--- src/rtl/bit7_pkg.sv ---
// Shared constants for the 7-bit mux/demux family.
// Latency: n/a (declarations only).
// Backpressure: n/a.
package bit7_pkg;

    localparam int WIDTH = 7;
    localparam int DEPTH = 2;

    // Route-select polarity, identical to the mux 'sl' input.
    localparam logic SEL_OUT1 = 1'b1;
    localparam logic SEL_OUT2 = 1'b0;

endpackage

--- src/rtl/bit7_1to2_demux_if.sv ---
// Input stream plus both output channels of the 1-to-2 demux.
// Latency: n/a (wires only).
// Backpressure: in_ready from the demux, outN_ready from each consumer.
interface bit7_1to2_demux_if #(
    parameter int WIDTH = bit7_pkg::WIDTH
);
    logic [WIDTH-1:0] in_data;
    logic             in_sel;
    logic             in_valid;
    logic             in_ready;
    logic [WIDTH-1:0] out1_data;
    logic             out1_valid;
    logic             out1_ready;
    logic [WIDTH-1:0] out2_data;
    logic             out2_valid;
    logic             out2_ready;

    // Producer and consumers side.
    modport master (
        output in_data, in_sel, in_valid, out1_ready, out2_ready,
        input  in_ready, out1_data, out1_valid, out2_data, out2_valid
    );

    // Demux side.
    modport slave (
        input  in_data, in_sel, in_valid, out1_ready, out2_ready,
        output in_ready, out1_data, out1_valid, out2_data, out2_valid
    );
endinterface

--- src/rtl/bit7_1to2_demux_fifo.sv ---
// Pointer-based synchronous FIFO with wrap bit for full/empty.
// Latency: 1 cycle push-to-visible, no bypass when empty.
// Backpressure: push ignored when full, pop ignored when empty.
module bit7_fifo #(
    parameter int WIDTH = 7,
    parameter int DEPTH = 2
) (
    input  logic             clk,
    input  logic             rst_n,
    input  logic             push,
    input  logic [WIDTH-1:0] din,
    input  logic             pop,
    output logic [WIDTH-1:0] dout,
    output logic             full,
    output logic             empty
);
    localparam int AW = $clog2(DEPTH);

    logic [AW:0]      wr_ptr_q, wr_ptr_d;
    logic [AW:0]      rd_ptr_q, rd_ptr_d;
    logic [WIDTH-1:0] mem_q [DEPTH];
    logic             do_push;
    logic             do_pop;

    // Same index with differing wrap bits means every slot is occupied.
    assign full    = (wr_ptr_q[AW] != rd_ptr_q[AW]) && (wr_ptr_q[AW-1:0] == rd_ptr_q[AW-1:0]);
    assign empty   = (wr_ptr_q == rd_ptr_q);
    assign do_push = push & ~full;
    assign do_pop  = pop & ~empty;
    // Head slot only changes on a write into it, so dout is stable while empty.
    assign dout    = mem_q[rd_ptr_q[AW-1:0]];

    // Advance pointers on accepted push/pop.
    always_comb begin
        wr_ptr_d = wr_ptr_q;
        rd_ptr_d = rd_ptr_q;
        if (do_push) wr_ptr_d = wr_ptr_q + 1'b1;
        if (do_pop)  rd_ptr_d = rd_ptr_q + 1'b1;
    end

    // Pointer and storage state; storage cleared so the head reads 0 out of reset.
    always_ff @(posedge clk or negedge rst_n) begin
        if (!rst_n) begin
            wr_ptr_q <= '0;
            rd_ptr_q <= '0;
            for (int i = 0; i < DEPTH; i++) mem_q[i] <= '0;
        end else begin
            wr_ptr_q <= wr_ptr_d;
            rd_ptr_q <= rd_ptr_d;
            if (do_push) mem_q[wr_ptr_q[AW-1:0]] <= din;
        end
    end
endmodule

--- src/rtl/bit7_1to2_demux.sv ---
// Steers a 7-bit valid/ready stream into two FIFO-buffered channels, with accept counters.
// Latency: 1 cycle from accepting edge to outN_valid; counters update 1 cycle after push/clear.
// Backpressure: in_ready = ~full of the selected channel only (head-of-line blocking).
module bit7_1to2_demux #(
    parameter int WIDTH = bit7_pkg::WIDTH,
    parameter int DEPTH = bit7_pkg::DEPTH,
    parameter int CNT_W = 8
) (
    input  logic                clk,
    input  logic                rst_n,
    bit7_1to2_demux_if.slave    bus,
    input  logic                clr_cnt,
    output logic [CNT_W-1:0]    cnt1,
    output logic [CNT_W-1:0]    cnt2
);
    import bit7_pkg::*;

    logic             full1, full2;
    logic             empty1, empty2;
    logic             push1, push2;
    logic             pop1, pop2;
    logic [CNT_W-1:0] cnt1_q, cnt1_d;
    logic [CNT_W-1:0] cnt2_q, cnt2_d;

    // Ready looks only at the selected channel's full flag; never at outN_ready.
    assign bus.in_ready = (bus.in_sel == SEL_OUT1) ? ~full1 : ~full2;

    assign push1 = bus.in_valid & bus.in_ready & (bus.in_sel == SEL_OUT1);
    assign push2 = bus.in_valid & bus.in_ready & (bus.in_sel == SEL_OUT2);

    assign bus.out1_valid = ~empty1;
    assign bus.out2_valid = ~empty2;
    assign pop1 = bus.out1_valid & bus.out1_ready;
    assign pop2 = bus.out2_valid & bus.out2_ready;

    bit7_fifo #(.WIDTH(WIDTH), .DEPTH(DEPTH)) u_fifo1 (
        .clk   (clk),
        .rst_n (rst_n),
        .push  (push1),
        .din   (bus.in_data),
        .pop   (pop1),
        .dout  (bus.out1_data),
        .full  (full1),
        .empty (empty1)
    );

    bit7_fifo #(.WIDTH(WIDTH), .DEPTH(DEPTH)) u_fifo2 (
        .clk   (clk),
        .rst_n (rst_n),
        .push  (push2),
        .din   (bus.in_data),
        .pop   (pop2),
        .dout  (bus.out2_data),
        .full  (full2),
        .empty (empty2)
    );

    // Accept counters: clear wins over increment, wrap is natural modulo 2^CNT_W.
    always_comb begin
        cnt1_d = cnt1_q;
        cnt2_d = cnt2_q;
        if (clr_cnt) begin
            cnt1_d = '0;
            cnt2_d = '0;
        end else begin
            if (push1) cnt1_d = cnt1_q + 1'b1;
            if (push2) cnt2_d = cnt2_q + 1'b1;
        end
    end

    // Counter registers.
    always_ff @(posedge clk or negedge rst_n) begin
        if (!rst_n) begin
            cnt1_q <= '0;
            cnt2_q <= '0;
        end else begin
            cnt1_q <= cnt1_d;
            cnt2_q <= cnt2_d;
        end
    end

    assign cnt1 = cnt1_q;
    assign cnt2 = cnt2_q;
endmodule

--- src/flat_wrapper.sv ---
// flat-port wrapper written by rule: the top's interface ports become plain ports
module bit7_1to2_demux_flat import bit7_pkg::*;
#(
    parameter int WIDTH = bit7_pkg::WIDTH,
    parameter int DEPTH = bit7_pkg::DEPTH,
    parameter int CNT_W = 8
)
  (clk, rst_n, clr_cnt, cnt1, cnt2, bus_in_data, bus_in_sel, bus_in_valid, bus_out1_ready, bus_out2_ready, bus_in_ready, bus_out1_data, bus_out1_valid, bus_out2_data, bus_out2_valid);
  bit7_1to2_demux_if #(.WIDTH(WIDTH)) bus_i ();
  input  logic clk;
  input  logic rst_n;
  input  logic clr_cnt;
  output logic [CNT_W-1:0] cnt1;
  output logic [CNT_W-1:0] cnt2;
  input wire logic [$bits(bus_i.in_data)-1:0] bus_in_data;
  input wire logic [$bits(bus_i.in_sel)-1:0] bus_in_sel;
  input wire logic [$bits(bus_i.in_valid)-1:0] bus_in_valid;
  input wire logic [$bits(bus_i.out1_ready)-1:0] bus_out1_ready;
  input wire logic [$bits(bus_i.out2_ready)-1:0] bus_out2_ready;
  output wire logic [$bits(bus_i.in_ready)-1:0] bus_in_ready;
  output wire logic [$bits(bus_i.out1_data)-1:0] bus_out1_data;
  output wire logic [$bits(bus_i.out1_valid)-1:0] bus_out1_valid;
  output wire logic [$bits(bus_i.out2_data)-1:0] bus_out2_data;
  output wire logic [$bits(bus_i.out2_valid)-1:0] bus_out2_valid;
  assign bus_i.in_data = bus_in_data;
  assign bus_i.in_sel = bus_in_sel;
  assign bus_i.in_valid = bus_in_valid;
  assign bus_i.out1_ready = bus_out1_ready;
  assign bus_i.out2_ready = bus_out2_ready;
  assign bus_in_ready = bus_i.in_ready;
  assign bus_out1_data = bus_i.out1_data;
  assign bus_out1_valid = bus_i.out1_valid;
  assign bus_out2_data = bus_i.out2_data;
  assign bus_out2_valid = bus_i.out2_valid;
  bit7_1to2_demux #(.WIDTH(WIDTH), .DEPTH(DEPTH), .CNT_W(CNT_W)) u_core (.clk(clk), .rst_n(rst_n), .bus(bus_i), .clr_cnt(clr_cnt), .cnt1(cnt1), .cnt2(cnt2));
endmodule
--- config.mk ---
export PLATFORM = sky130hd
export DESIGN_NAME = bit7_1to2_demux_flat
export DESIGN_NICKNAME = d
export VERILOG_FILES = /design/src/rtl/bit7_pkg.sv /design/src/rtl/bit7_1to2_demux_if.sv /design/src/rtl/bit7_1to2_demux_fifo.sv /design/src/rtl/bit7_1to2_demux.sv /design/src/flat_wrapper.sv
export SDC_FILE = /design/constraint.sdc
export NUM_CORES = 1
export LEC_CHECK = 0
export BUFFER_PORTS_ARGS = -buffer_cell sky130_fd_sc_hd__buf_2
export CAP_MARGIN = 20
export CORE_MARGIN = 3
export CORE_UTILIZATION = 54
export CTS_CLUSTER_DIAMETER = 100
export DETAILED_ROUTE_END_ITERATION = 8
export HOLD_SLACK_MARGIN = 0.15
export PLACE_DENSITY = 0.85
export SYNTH_ARGS = -nofsm -noshare
export SYNTH_HDL_FRONTEND = slang
export SYNTH_SLANG_ARGS = --single-unit
export TNS_END_PERCENT = 5
--- constraint.sdc ---
create_clock -name clk -period 2.3 [get_ports clk]
set_input_delay 0.46 -clock clk [delete_from_list [all_inputs] [get_ports clk]]
set_output_delay 0.46 -clock clk [all_outputs]
set_load 0.005 [all_outputs]
# Word level (Yosys, flattened, before mapping)
# Index checks and enable logic that the tools add are counted.
# op_classes
add_sub_neg,6
n_lt_le_gt_ge,6
eq_ne,6
n_mux,17
n_bitwise,18
reduce_logical,6
# op_table
cell,count
$mux W7,8
$mux W8,4
$bwmux W14,2
$add A8 B1 Y8 const B,2
$demux W7 S1,2
$and A1 B1 Y1,9
$add A2 B1 Y2 const B,4
$ge A2 B2 Y1 const B,4
$not A1 Y2,4
$not A1 Y1,5
$eq A2 B2 Y1,2
$logic_and A1 B1 Y1,4
$lt A2 B1 Y1 const B,2
$reduce_bool A2 Y1,2
$eq A1 B1 Y1,2
$ne A1 B1 Y1,2
$mux W1,1
# totals
regBits,52
in_bits,14
output_inout_bits,33
elab_cells,69

# Logic depth before layout (Yosys ltp)
# depth
depth_word,8
ltp_mapped,5
ltp_nobuf,5

# Modules after synthesis
# Synthesis repeated with hierarchy kept, for this count alone.
# unflattened
cells_unflattened,212
area_unflattened_um2,2529.9
# by_module_without_submodules
mod,instances,cells_each,area_each_um2,seq_area_each_um2
bit7_fifo (u_core.u_fifo2),1,64,850.8,450.4
bit7_fifo (u_core.u_fifo1),1,63,847.1,450.4
bit7_1to2_demux,1,85,832.0,400.4

# Worst setup path before layout
# No wires, ideal clock.
# synth_timing
path_type,reg2reg
start,register u_core.u_fifo1.rd_ptr_q[1]
end,register u_core.u_fifo1.mem_q[0] (netlist bit)
setup_ns,0.125
arrival_ns,1.545
required_time_ns,2.175
setup_slack_ns,0.630
path_stages_with_launch,4
path_buffers,0
synth_period_minus_slack_ns,1.670
cell_sequence,dfrtp_1 xor2_1 a211oi_2 mux2_2
# synth_via
elab_chain_len,7
# synth_rtl
item,line_no,source
"start, declared",bit7_1to2_demux_fifo.sv:20,"logic [AW:0] rd_ptr_q, rd_ptr_d;"
"start signal, assigned",bit7_1to2_demux_fifo.sv:49,rd_ptr_q <= rd_ptr_d;
$ne A1 B1 Y1 *,bit7_1to2_demux_fifo.sv:26,assign full = (wr_ptr_q[AW] != rd_ptr_q[AW]) && (wr_ptr_q[AW-1:0] == rd_ptr_q[AW-1:0]);
$logic_and A1 B1 Y1 *,bit7_1to2_demux_fifo.sv:26,
$not A1 Y1 *,"bit7_1to2_demux_fifo.sv:28, bit7_1to2_demux.sv:26",
$mux W1,bit7_1to2_demux.sv:26,assign bus.in_ready = (bus.in_sel == SEL_OUT1) ? ~full1 : ~full2;
$and A1 B1 Y1 (2 in series),bit7_1to2_demux.sv:28,assign push1 = bus.in_valid & bus.in_ready & (bus.in_sel == SEL_OUT1);
$and A1 B1 Y1 *,bit7_1to2_demux_fifo.sv:28,assign do_push = push & ~full;
"end signal, assigned by index",bit7_1to2_demux_fifo.sv:50,if (do_push) mem_q[wr_ptr_q[AW-1:0]] <= din;
"end, declared",bit7_1to2_demux_fifo.sv:21,logic [WIDTH-1:0] mem_q [DEPTH];
# Mark *: on every way between the ends. The rest lies on a longest branch, timed or not.
# A chain may end at the register's enable or synchronous reset.

# Worst setup path after layout
# layout_timing
start,register u_core.u_fifo1.rd_ptr_q[0]
end,output port bus_out1_valid
# layout_via
elab_chain_len,2
# layout_rtl
item,line_no,source
$eq A2 B2 Y1,bit7_1to2_demux_fifo.sv:27,assign empty = (wr_ptr_q == rd_ptr_q);
$not A1 Y1,bit7_1to2_demux.sv:31,assign bus.out1_valid = ~empty1;
"end, declared",flat_wrapper.sv:22,output wire logic [$bits(bus_i.out1_valid)-1:0] bus_out1_valid;
# No other way between the ends.

==> metrics.md <==
| Metric | Value |
|---|---|
| Status | complete, no violations |
| Post-layout instance area | around 0.0029 sq mm |
| Area of the multi-input gates | around 0.0011 sq mm |
| Final #Nets | between 200 and 300 |
| Hold Crit Class | input port to asynchronous set/reset pin |
| CTS tree | done |
| FILL cells | about 310 |
| Final number of hold-violating endpoints | 0 |
| Worst Tran Pin Value | ~0.83 ns |
| Most frequent cells in the layout | dfrtp_1, buf_2, mux2_2, nor2_1, xnor2_1 |
| Relative slew slack | 0.442 |
| DRC | 0 |
| Post-synthesis sequential area ratio | 0.533 |
| Syn Area/Cell | about 13 sq um |
| Initial antenna violation count | 0 |
| Yosys reg bits | 52 |
| First-pass GRT wire length | 8060 um |
| Vias in the first global route | approximately 1.7k |
| Sequential Area | about 0.0013 sq mm |
| # clock sinks | 52 |
| Post-synth EDFFs | 0 |
| Hold buffer count at cts | 0 |
| Vias per cell | 5.53 |
| Synth warnings | 0 |
| Clk_lat worst skew | just over 0.3 ns |
| CP Capture Type | output pin |
| RSZ-0062 raised after global routing | false |
| GR Overflow Total | 0 |
| Largest net degree at the start of global routing | 28 |
| Via count | around 1.6k |
| IO buf count | between 40 and 50 |
| Layout cells sized above 1 | 0.445 |
| Core area | between 0.004 and 0.005 sq mm |
| Final ANT Viol Nets | 0 |
| Period Utilization, post-route | 0.930 |
| Power, Total | between 3 and 4 mW |
| Clk_skew | between 0.006 and 0.007 ns |
| CP Class | flop to output pin |
| Ant diodes | 0 |
| Max VDD drop | about 0.66 mV |
| Clk slew on worst S/H paths | 0.09 ns |
| DP Area | ~0.0028 sq mm |
| Commonest non-fill, non-tap cell in the layout | dfrtp_1 |
| CTS H-tree depth | 2 |
| Post-layout util | 0.686 |
| HPWL Detailed | between 3000 and 4000 um |
| Chip Height | 73.2 um |
| Startpoint types | flop |
| Mapped Area | ~0.0024 sq mm |
| Distinct cells, synth | 35 |
| Crit path DAT | 1.68 ns |
| Root Buffer | clkbuf_8 |
| Data required, critical path | between 1.5 and 2 ns |
| Ys flop type | dfrtp_1 |
| Layout area overhead | 17.4% |
| Row Count | 23 |
| Post-route setup TNS | 0 ns |
| DRT iter0 DRCs | approximately 80 |
| Die width | 73.2 um |
| Critical path peak fanout | 9 |
| Setup violations, final | 0 |
| Cells after Synth | approximately 190 |
| First-pass detailed-route iteration total | 4 |
| Max_cap viols | 0 |
| Total Routing Usage GR | 0.197 |
| CTS Buf Count | 5 |
| Post-cts resize count | 0 |
| Initial Utilization | 0.585 |
| Placer Congestion | around 0.8 |
| Syn nets | between 200 and 250 |
| Async S/R FF share, synth | 1.00 |
| Minimum clock period | about 2.1 ns |
| Max clock buf depth | 2 |
| Max Transition Viols Final | 0 |
| Fmax | 467 MHz |
| Total wire length | between 4000 and 5000 um |
| P per Cell Area | 1280 mW/mm^2 |
| # IOs | 47 |
| Static Leak | ~1.4 nW |
| Setup Buffers After CTS | 0 |
| Die area | 0.00536 sq mm |
| Avg WL per Cell | 15.9 um |
==> cells by family after synthesis <==
kind of cell	after synthesis	share of synthesized area
flops	52	0.533
mux	45	0.217
simple gates	40	0.0774
xor+xnor	23	0.0887
compound gates	19	0.0574
buf+inv	8	0.0154
fa+ha+maj	2	0.0103
==> routing by layer <==
layer / share of wire / track usage / up-vias
met5: 0 / 0 / -
met4: 0.019 / 0.0779 / 0
met3: 0.039 / 0.0482 / 8
met2: 0.50 / 0.310 / 29
met1: 0.44 / 0.264 / 818
li1: - / - / 775
==> flip-flops by register name, indices dropped and copies added, names as in the netlist <==
register                 flops
u_core.u_fifo1.wr_ptr_q      2
u_core.u_fifo2.mem_q        14
u_core.u_fifo2.rd_ptr_q      2
u_core.u_fifo1.mem_q        14
u_core.cnt2                  8
u_core.u_fifo2.wr_ptr_q      2
u_core.cnt1                  8
u_core.u_fifo1.rd_ptr_q      2
==> layout make-up <==
class                      count  share of cell area
clock buffer                   6              0.0288
inverter                       3             0.00393
sequential                    52               0.454
clock inverter                 2             0.00349
timing repair buffer          53               0.103
multi-input combinational    129               0.384
tap                           50              0.0218
==> Yosys cell counts, types with 2 or more instances <==
master	count	share of area
buf_1	3	0.0046
dfrtp_1	52	0.53
o21ai_0	2	0.0041
mux2_4	7	0.043
ha_1	2	0.010
xor2_1	9	0.032
nor2b_1	2	0.0051
nand3_1	7	0.014
mux2i_1	2	0.0082
nand2_1	7	0.011
a211oi_1	5	0.015
a21oi_1	2	0.0041
o211ai_1	2	0.0062
o2111ai_1	3	0.011
nor2_1	16	0.025
xnor2_1	12	0.043
mux2_2	36	0.17
inv_1	3	0.0046
==> report_power, final <==
group          internal, mW  leakage (nW)  switching [mW]
clock                 0.241        0.0510           0.303
sequential             1.26         0.650           0.250
combinational         0.918         0.658           0.705
==> path summary, 6_finish.rpt <==
| path | from | endpoint | slack, ns | depth (start not counted) |
|---|---|---|---|---|
| worst min register to register | u_core.u_fifo1.mem_q[12]$_DFFE_PN0P_ | u_core.u_fifo1.mem_q[12]$_DFFE_PN0P_ | 0.51 | 1 |
| worst min-delay path | rst_n | u_core.u_fifo2.wr_ptr_q[0]$_DFFE_PN0P_ | 0.13 | 1 |
| min in group clk | bus_out1_ready | u_core.u_fifo1.rd_ptr_q[0]$_DFFE_PN0P_ | 0.41 | 3 |
| worst max-delay path | u_core.u_fifo1.rd_ptr_q[0]$_DFFE_PN0P_ | bus_out1_valid | 0.16 | 4 |
| max in group asynchronous | rst_n | u_core.u_fifo1.mem_q[7]$_DFFE_PN0P_ | 1.62 | 2 |
| worst max register to register | u_core.u_fifo1.rd_ptr_q[1]$_DFFE_PN0P_ | u_core.u_fifo1.mem_q[5]$_DFFE_PN0P_ | 0.46 | 3 |
==> stage by stage <==
stage	hold WS, ns	setup slack, ns	std cells
finish	0.134	0.160	295
CTS	0.155	0.145	295
floorplan	0.164	0.630	189
detailed placement	0.490	0.323	287
global placement	0.484	0.397	287
global route	0.161	0.0652	295
==> critical path, stage by stage, from the launching register on <==
cell     delay [ns]
dfrtp_1        0.54
xnor2_1        0.39
buf_4          0.21
nand2_1        0.09
buf_2          0.14
Note: power is estimated with default switching activity, not from simulation.
